### src/rtl/calc_key_decoder.sv
`default_nettype none
// ============================================================================
// Module   : calc_key_decoder
// Function : Keypad-driven 4-digit BCD add/subtract calculator front end with
//            sequential double-dabble conversion of the result for display.
// Revision : 1.0
// ============================================================================
module calc_key_decoder #(
    parameter logic [3:0] KEY_ADD = 4'hA,
    parameter logic [3:0] KEY_SUB = 4'hB,
    parameter logic [3:0] KEY_CE  = 4'hC,
    parameter logic [3:0] KEY_AC  = 4'hD,
    parameter logic [3:0] KEY_EQ  = 4'hE,
    parameter logic [3:0] KEY_BS  = 4'hF
) (
    input  logic        Clk,
    input  logic        Rst,
    input  logic        key_flag,
    input  logic        key_state,
    input  logic [3:0]  key_out,
    output logic [15:0] disp_data,
    output logic        disp_neg,
    output logic        err,
    output logic        busy,
    output logic        op_pending
);

    typedef enum logic [2:0] {
        ST_ENTRY_A = 3'd0,
        ST_OP_WAIT = 3'd1,
        ST_ENTRY_B = 3'd2,
        ST_CONV    = 3'd3,
        ST_SHOW    = 3'd4,
        ST_ERR     = 3'd5
    } state_t;

    state_t      state_q, state_d;
    logic [15:0] entry_q, entry_d, opa_q, opa_d, disp_q, disp_d, bcd_q, bcd_d;
    logic [13:0] bin_q, bin_d;
    logic [3:0]  iter_q, iter_d;
    logic [2:0]  cnt_q, cnt_d;
    logic        sub_q, sub_d, neg_q, neg_d, rneg_q, rneg_d;
    logic        err_q, err_d, busy_q, busy_d, pend_q, pend_d;

    function automatic logic [14:0] bcd2bin(input logic [15:0] b);
        return 15'(b[15:12]) * 15'd1000 + 15'(b[11:8]) * 15'd100 +
               15'(b[7:4]) * 15'd10 + 15'(b[3:0]);
    endfunction

    function automatic logic [15:0] dd_adj(input logic [15:0] b);
        logic [15:0] r;
        r = b;
        for (int i = 0; i < 4; i++) begin
            if (r[4*i +: 4] >= 4'd5) r[4*i +: 4] = r[4*i +: 4] + 4'd3;
        end
        return r;
    endfunction

    logic        w_press, w_digit, w_oper, w_can_push, w_a_ge_b, w_res_neg, w_clear;
    logic [15:0] w_push, w_first, w_b_bcd;
    logic [2:0]  w_first_cnt;
    logic [14:0] w_a_bin, w_b_bin, w_res;
    logic [29:0] w_dd;

    assign w_press     = key_flag & ~key_state;
    assign w_digit     = (key_out <= 4'd9);
    assign w_oper      = (key_out == KEY_ADD) || (key_out == KEY_SUB);
    assign w_push      = {entry_q[11:0], key_out};
    assign w_can_push  = (cnt_q < 3'd4) && !((key_out == 4'd0) && (cnt_q == 3'd0));
    // A fresh entry starting with 0 stays empty so leading zeros never count.
    assign w_first     = (key_out == 4'd0) ? 16'h0000 : {12'h000, key_out};
    assign w_first_cnt = (key_out == 4'd0) ? 3'd0 : 3'd1;

    // Operand B is only live in ENTRY_B; "=" straight after an operator uses 0.
    assign w_b_bcd   = (state_q == ST_ENTRY_B) ? entry_q : 16'h0000;
    assign w_a_bin   = bcd2bin(opa_q);
    assign w_b_bin   = bcd2bin(w_b_bcd);
    assign w_a_ge_b  = (w_a_bin >= w_b_bin);
    assign w_res_neg = sub_q & ~w_a_ge_b;
    assign w_res     = !sub_q   ? (w_a_bin + w_b_bin) :
                       w_a_ge_b ? (w_a_bin - w_b_bin) : (w_b_bin - w_a_bin);

    assign w_dd = {dd_adj(bcd_q), bin_q} << 1;

    always_comb begin
        state_d = state_q;
        entry_d = entry_q;
        cnt_d   = cnt_q;
        opa_d   = opa_q;
        sub_d   = sub_q;
        disp_d  = disp_q;
        neg_d   = neg_q;
        rneg_d  = rneg_q;
        err_d   = err_q;
        busy_d  = busy_q;
        pend_d  = pend_q;
        bcd_d   = bcd_q;
        bin_d   = bin_q;
        iter_d  = iter_q;
        w_clear = w_press && (key_out == KEY_AC);

        if (!w_clear) begin
            case (state_q)
                ST_ENTRY_A, ST_ENTRY_B: begin
                    if (w_press) begin
                        if (w_digit) begin
                            if (w_can_push) begin
                                entry_d = w_push;
                                cnt_d   = cnt_q + 3'd1;
                                disp_d  = w_push;
                            end
                        end else if (key_out == KEY_BS) begin
                            if (cnt_q != 3'd0) begin
                                entry_d = entry_q >> 4;
                                cnt_d   = cnt_q - 3'd1;
                                disp_d  = entry_q >> 4;
                            end
                        end else if (key_out == KEY_CE) begin
                            entry_d = 16'h0000;
                            cnt_d   = 3'd0;
                            disp_d  = 16'h0000;
                        end else if (w_oper) begin
                            if (state_q == ST_ENTRY_A) begin
                                opa_d   = entry_q;
                                sub_d   = (key_out == KEY_SUB);
                                pend_d  = 1'b1;
                                state_d = ST_OP_WAIT;
                            end
                        end else if ((key_out == KEY_EQ) && (state_q == ST_ENTRY_B)) begin
                            state_d = ST_CONV;
                        end
                    end
                end
                ST_OP_WAIT: begin
                    if (w_press) begin
                        if (w_digit) begin
                            entry_d = w_first;
                            cnt_d   = w_first_cnt;
                            disp_d  = w_first;
                            state_d = ST_ENTRY_B;
                        end else if (w_oper) begin
                            sub_d = (key_out == KEY_SUB);
                        end else if (key_out == KEY_CE) begin
                            entry_d = 16'h0000;
                            cnt_d   = 3'd0;
                            disp_d  = 16'h0000;
                        end else if (key_out == KEY_EQ) begin
                            state_d = ST_CONV;
                        end
                    end
                end
                ST_CONV: begin
                    bcd_d  = w_dd[29:14];
                    bin_d  = w_dd[13:0];
                    iter_d = iter_q + 4'd1;
                    if (iter_q == 4'd13) begin
                        disp_d  = w_dd[29:14];
                        neg_d   = rneg_q;
                        busy_d  = 1'b0;
                        pend_d  = 1'b0;
                        state_d = ST_SHOW;
                    end
                end
                ST_SHOW: begin
                    if (w_press) begin
                        if (w_digit) begin
                            entry_d = w_first;
                            cnt_d   = w_first_cnt;
                            disp_d  = w_first;
                            neg_d   = 1'b0;
                            state_d = ST_ENTRY_A;
                        end else if (w_oper && !neg_q) begin
                            opa_d   = disp_q;
                            sub_d   = (key_out == KEY_SUB);
                            pend_d  = 1'b1;
                            state_d = ST_OP_WAIT;
                        end else if (key_out == KEY_CE) begin
                            w_clear = 1'b1;
                        end
                    end
                end
                default: ;
            endcase

            // "=" evaluation is shared by ENTRY_B and OP_WAIT.
            if (state_d == ST_CONV && state_q != ST_CONV) begin
                if (w_res > 15'd9999) begin
                    state_d = ST_ERR;
                    disp_d  = 16'hEEEE;
                    err_d   = 1'b1;
                    pend_d  = 1'b0;
                end else begin
                    busy_d = 1'b1;
                    bin_d  = w_res[13:0];
                    bcd_d  = 16'h0000;
                    iter_d = 4'd0;
                    rneg_d = w_res_neg;
                end
            end
        end

        if (w_clear) begin
            state_d = ST_ENTRY_A;
            entry_d = 16'h0000;
            cnt_d   = 3'd0;
            opa_d   = 16'h0000;
            sub_d   = 1'b0;
            disp_d  = 16'h0000;
            neg_d   = 1'b0;
            rneg_d  = 1'b0;
            err_d   = 1'b0;
            busy_d  = 1'b0;
            pend_d  = 1'b0;
            bcd_d   = 16'h0000;
            bin_d   = 14'h0000;
            iter_d  = 4'd0;
        end
    end

    always_ff @(posedge Clk) begin
        if (Rst) begin
            state_q <= ST_ENTRY_A;
            entry_q <= 16'h0000;
            cnt_q   <= 3'd0;
            opa_q   <= 16'h0000;
            sub_q   <= 1'b0;
            disp_q  <= 16'h0000;
            neg_q   <= 1'b0;
            rneg_q  <= 1'b0;
            err_q   <= 1'b0;
            busy_q  <= 1'b0;
            pend_q  <= 1'b0;
            bcd_q   <= 16'h0000;
            bin_q   <= 14'h0000;
            iter_q  <= 4'd0;
        end else begin
            state_q <= state_d;
            entry_q <= entry_d;
            cnt_q   <= cnt_d;
            opa_q   <= opa_d;
            sub_q   <= sub_d;
            disp_q  <= disp_d;
            neg_q   <= neg_d;
            rneg_q  <= rneg_d;
            err_q   <= err_d;
            busy_q  <= busy_d;
            pend_q  <= pend_d;
            bcd_q   <= bcd_d;
            bin_q   <= bin_d;
            iter_q  <= iter_d;
        end
    end

    assign disp_data  = disp_q;
    assign disp_neg   = neg_q;
    assign err        = err_q;
    assign busy       = busy_q;
    assign op_pending = pend_q;

endmodule
`default_nettype wire

### config.mk
export PLATFORM = sky130hd
export DESIGN_NAME = calc_key_decoder
export DESIGN_NICKNAME = d
export VERILOG_FILES = /design/src/rtl/calc_key_decoder.sv
export SDC_FILE = /design/constraint.sdc
export NUM_CORES = 1
export LEC_CHECK = 0
export CORE_ASPECT_RATIO = 2
export CORE_UTILIZATION = 64
export CTS_CLUSTER_SIZE = 8
export DETAILED_ROUTE_END_ITERATION = 7
export PLACE_DENSITY_LB_ADDON = 0.05
export SLEW_MARGIN = 40
export SYNTH_ARGS = -nofsm -noshare
export SYNTH_HDL_FRONTEND = slang
export SYNTH_SLANG_ARGS = --single-unit
export TNS_END_PERCENT = 20
### constraint.sdc
create_clock -name Clk -period 9.55 [get_ports Clk]
set_input_delay 2.865 -clock Clk [delete_from_list [all_inputs] [get_ports Clk]]
set_output_delay 2.865 -clock Clk [all_outputs]
set_load 0.005 [all_outputs]
======== After elaboration in Yosys (flattened, before gate mapping) ========
Cells that the tools add are included.
cells by class
  bitwise logic cells ..................... 6
  multiply operators ...................... 6
  reduce and logical (&&, ||, !) cells .... 24
  add/subtract/negate cells ............... 16
  equality and inequality tests ........... 30
  order comparisons ....................... 8
  mux-type cells .......................... 127
operators by type and width
  operator                                                            count
  2-to-1 mux 16 bit                                                   38
  2-to-1 mux 3 bit                                                    31
  case mux 16 bit (4 select lines)                                    1
  case mux 16 bit (3 select lines)                                    1
  2-to-1 mux 14 bit                                                   3
  2-to-1 mux 1 bit                                                    38
  case mux 16 bit (2 select lines)                                    1
  adder 14 x 11 -> 15 bit                                             2
  adder 15 x 4 -> 15 bit                                              2
  adder 15 x 8 -> 15 bit                                              2
  2-to-1 mux 15 bit                                                   2
  subtractor 15 bit                                                   2
  equality test 4 bit (second input constant)                         7
  2-to-1 mux 4 bit                                                    7
  inequality test 2 bit (second input constant)                       14
  multiplier 4 x 7 -> 11 bit (second input constant)                  2
  multiplier 4 x 5 -> 9 bit (second input constant)                   2
  greater-or-equal comparator 4 x 3 -> 1 bit (second input constant)  4
  adder 15 bit                                                        1
  greater-or-equal comparator 15 bit                                  1
  > comparator 15 x 14 -> 1 bit (second input constant)               1
  multiplier 4 x 3 -> 7 bit (second input constant)                   2
  AND reduction 14 bit                                                1
  adder 4 x 2 -> 4 bit (second input constant)                        3
  30 further kinds                                                    49
storage, ports and cells
  output and inout bits ................... 20
  flip-flop bits (word level) ............. 94
  logic and storage cells ................. 231
  bits of input ports ..................... 8

======== Logic depth before layout (Yosys ltp) ========
  depth after elaboration ................. 13
  mapped depth ............................ 36
  mapped depth without buffers ............ 32

======== Least setup slack after synthesis ========
No wires, ideal clock.
  path type ............................... reg2reg
  start point ............................. reg state_q[0]
  end point ............................... reg bin_q[8]
  clock period less this slack ............ 8.137 ns
  stages on the path, launching flop included .. 35
  data required time ...................... 9.427 ns
  buffers on the path ..................... 3
  slack ................................... 1.413 ns
  library setup time ...................... 0.123 ns
  arrival ................................. 8.013 ns
  path through ............................ dfxtp_1 > clkbuf_1 > nor2_1 > and2_1 > clkbuf_1 > nand2_1 > ha_1 > xor2_1 > inv_1 > fa_1 > inv_1 > ha_1 > nor2b_1 > o21ai_0 > nand2b_1 > xnor2_1 > ha_1 > ha_1 > ha_1 > a21oi_1 > o21bai_1 > a21oi_1 > xor2_1 > ha_1 > nor4b_4 > nand3_2 > a311o_1 > nand3_1 > mux2_2 > o211a_1 > o211ai_1 > nor2_1 > a311oi_4 > buf_6 > mux2_1
on the way
  cells in the longest elaborated chain, start to end .. 13
  elaborated cells between the ends (all ways) .. 48
  those cells by class .................... add/sub (6); mul (3); order compare (2); eq/ne (6); mux (26); reduce/logical (5)
RTL lines
  item                                                                              RTL line  RTL
  from (decl)                                                                       37        state_t state_q, state_d;
  from (signal assigned)                                                            237       state_q <= state_d;
  parallel branches: the longest is 13 deep, another holds adder 14 x 11 -> 15 bit  --
  to (signal assigned)                                                              249       bin_q <= bin_d;
  to (decl)                                                                         39        logic [13:0] bin_q, bin_d;
Parallel ways; which one is timed is not known. The select of a mux whose other input is x is not followed.
A chain may end at the register's enable or synchronous reset.

======== Final worst setup path ========
  start point ............................. reg state_q[2]
  end point ............................... reg state_q[1]
on the way
  cells in the longest elaborated chain, start to end .. 13
  elaborated cells between the ends (all ways) .. 47
  those cells by class .................... add/sub (6); mul (3); order compare (2); eq/ne (6); mux (25); reduce/logical (5)
RTL lines
  item
  parallel branches: the longest is 13 deep, another holds adder 14 x 11 -> 15 bit
Parallel ways; which one is timed is not known. The select of a mux whose other input is x is not followed.

==> flow_summary_export.csv <==
group,metric,value,unit
outcome,status,"complete, but fails checks",
outcome,violations,"design-rule violations",
global_route,track_usage,0.391,
cts,cts.sinks,94,
worst_setup_path,crit_required,9.75,ns
cts,clockBufferDepth,2,
global_route,grt_max_degree,73,
placement,globalplace.congestion,0.994,
global_route,antenna_found_initial,1,
synth,async_flop_share,0,
layout,final_cell_mix,"ha_1, nand2_1, nor2_1",
cts,hold_buffers,0,
power,leakage,0.00508,uW
power,powerDensity,88.9,nW/um2
timing,setup_tns,0,ns
synth,synth_warnings,0,
timing,drv_slew,0,
synth,post_synth_xor_area_fraction,0.0501,
worst_setup_path,r2r_start,"state_q[2]",
layout,final_nets,1577,
route,drt_pre_antenna_iters,8,
worst_setup_path,max_stage_delay,0.56,ns
synth,synth_compound_area_frac,0.234,
timing,tightest_slew,0.818,ns
synth,syn_avg_cell_area,7.68,um2
route,antenna_left,0,
timing,slew-limit-headroom,0.455,
power,vdd_drop_max,0.000158,V
layout,num-fill-cells,1314,
timing,clock_skew,0.00880,ns
worst_setup_path,rr_worst_depth,31,
hold_path,hp-class,"reg -> reg",
layout,layout_commonest_cell,"ha_1",
layout,drive_above_1_share,0.0548,
placement,post-dp-hpwl,25900,um
cts,htree_levels,3,
timing,rsz0062_at_grt,"no",
job,cap_violations,0,
cts,cts_tree,"done",
synth,synth_top_cell_area_share,0.181,
route,drt_iter0_drc,710,
synth,yosys.area.top_type,"ha_1",
hold_path,whs_path_depth,2,
worst_setup_path,cp.arrival,9.16,ns
worst_setup_path,end_kind,"flip-flop",
worst_setup_path,crit_path_frequent_cell,"ha_1",
power,design_power_total,1020,uW
worst_setup_path,worstSetupPathType,"reg -> reg",
floorplanning,dieHeight,185,um
floorplanning,num_rows,66,
placement,io_buffers,27,
hold_path,hold-path-endpoint,"rneg_q",
synth,synthFlopType,"dfxtp_1",
global_route,grt_pass1_wl,51300,um
hold_path,min_from,"rneg_q",
timing,hold_viol,0,
cts,clock-root-buffer,"clkbuf_16",
floorplanning,start_util,0.656,
route,vias,10300,
route,via_per_inst,6.50,
synth,ys_ff_latch,94,
timing,period_share,0.938,
synth,synth_top_family_by_area,"adder cells",
synth,syn_nets,1585,
cts,numCtsBuffers,9,
synth,synthSimpleGateAreaFrac,0.189,
synth,syn_area,10700,um2
synth,synth_adder_area_share,0.245,
route,totalWireLength,32900,um
global_route,grt_pass1_vias,9941,
timing,clock.fmax,112,MHz
worst_setup_path,slowest_stage,"fa_1",
cts,clkSlewWorstSetupHoldPaths,0.07,ns
floorplanning,core,16300,um2
floorplanning,ios,28,
synth,synth_cell_types,80,
floorplanning,die_area,17200,um2
timing,fin_crit,8.95,ns
global_route,grt_overflow,0,
worst_setup_path,reg2reg_slack,0.60,ns
worst_setup_path,path_max_fanout,10,
synth,synthMuxAreaShare,0.0310,
synth,synth_edf_count,0,
floorplanning,die_x,93.3,um
timing,setup_viol,0,
synth,ys_seq_area_frac,0.176,
worst_setup_path,reg2reg_to,"state_q[1]",
route,wire_per_inst,20.7,um
synth,ys_top_cells_by_area,"ha_1, dfxtp_1, fa_1",
synth,syn_inst,1389,
worst_setup_path,start_kind,"flip-flop",
route,drcViolationCount,7,
cts,insertion_delay,0.37,ns
layout,synthToLayoutAreaGrowth,7.39,%
-- sequential cells by signal, indices dropped and copies added (netlist names) --
register,cells
busy,1
bin_q,14
entry_q,16
rneg_q,1
op_pending,1
err,1
state_q,3
cnt_q,3
opa_q,16
disp_neg,1
sub_q,1
disp_data,16
bcd_q,16
iter_q,4
-- how the worst max path moves through the flow --
stage                    start          to  slack, ns  cells past startpoint
floorplan           state_q[0]    bin_q[8]       1.41                     34
global placement    state_q[2]    bin_q[0]       0.90                     31
detailed placement  state_q[2]    bin_q[2]       0.62                     32
CTS                 state_q[2]    bin_q[4]       0.59                     33
global route        state_q[2]  state_q[1]       0.05                     31
finish              state_q[2]  state_q[1]       0.60                     31
-- stage by stage --
step | cell area [um2] | cells | hold slack [ns] | setup WS [ns] | utilization
5_1_grt | 11500 | 1590 | 0.506 | 0.0519 | 0.704
3_3_place_gp | 11100 | 1572 | 0.449 | 0.896 | 0.682
4_1_cts | 11400 | 1588 | 0.477 | 0.587 | 0.701
3_5_place_dp | 11100 | 1572 | 0.460 | 0.624 | 0.683
6_report | 11500 | 1591 | 0.478 | 0.595 | 0.704
2_1_floorplan | 10700 | 1389 | 0.435 | 1.41 | -
-- synthesized netlist by cell type (all sizes together), types with 9 or more instances --
cell type / n
a211oi: 15
a21o: 16
a21oi: 120
a221oi: 9
a22oi: 16
a311oi: 23
a31oi: 11
and3: 19
buf: 16
clkbuf: 54
dfxtp: 94
fa: 34
ha: 154
inv: 131
mux2i: 24
nand2: 150
nand2b: 13
nand3: 17
nor2: 135
nor2b: 14
nor3: 44
o21a: 9
o21ai: 59
o21bai: 22
xnor2: 49
xor2: 12
-- final cells by class --
| class | instances | area (um2) | share of cell area |
|---|---|---|---|
| multi-input combinational | 1093 | 8050 | 0.702 |
| sequential | 94 | 1880 | 0.164 |
| inverter | 132 | 495 | 0.0432 |
| timing repair buffer | 51 | 475 | 0.0415 |
| tap | 204 | 255 | 0.0223 |
| clock buffer | 9 | 225 | 0.0197 |
| clock inverter | 7 | 76.3 | 0.00666 |
| antenna | 1 | 2.50 | 0.000218 |
-- cell families after synthesis --
kind of cell / after synthesis
AO/OA/AOI/OAI: 373
buffers and inverters: 202
AND/OR/NAND/NOR: 438
multiplexers: 32
adder cells (fa/ha/maj): 189
flip-flops: 94
XOR/XNOR: 61
-- layer usage --
metal | global-route usage | up-vias | wire length [um]
met3 | 0.0602 | 166 | 1890
met1 | 0.391 | 4848 | 11200
met5 | 0 | - | 0
met2 | 0.699 | 456 | 16900
met4 | 0.319 | 0 | 2900
li1 | - | 4877 | -
-- critical path, delay by kind of cell, from the launching register on --
family / cells / cell delay, ns
buf+inv: 2 / 0.21
simple gates: 8 / 1.78
fa+ha+maj: 7 / 2.58
mux: 1 / 0.40
compound gates: 10 / 2.71
xor+xnor: 3 / 0.70
flops: 1 / 0.41
-- power breakdown --
group          leakage (uW)  internal (uW)  switching [uW]
Clock              0.000147            185             181
Sequential         0.000758            396            8.60
Combinational       0.00417           84.8             162
Total               0.00508            666             352
-- repair_timing --
action / in CTS / in global routing
endpoints found under the setup margin: 0 / 33
gates resized for setup: 0 / 1
setup buffers: 0 / 2
Note: power is estimated with default switching activity, not from simulation.
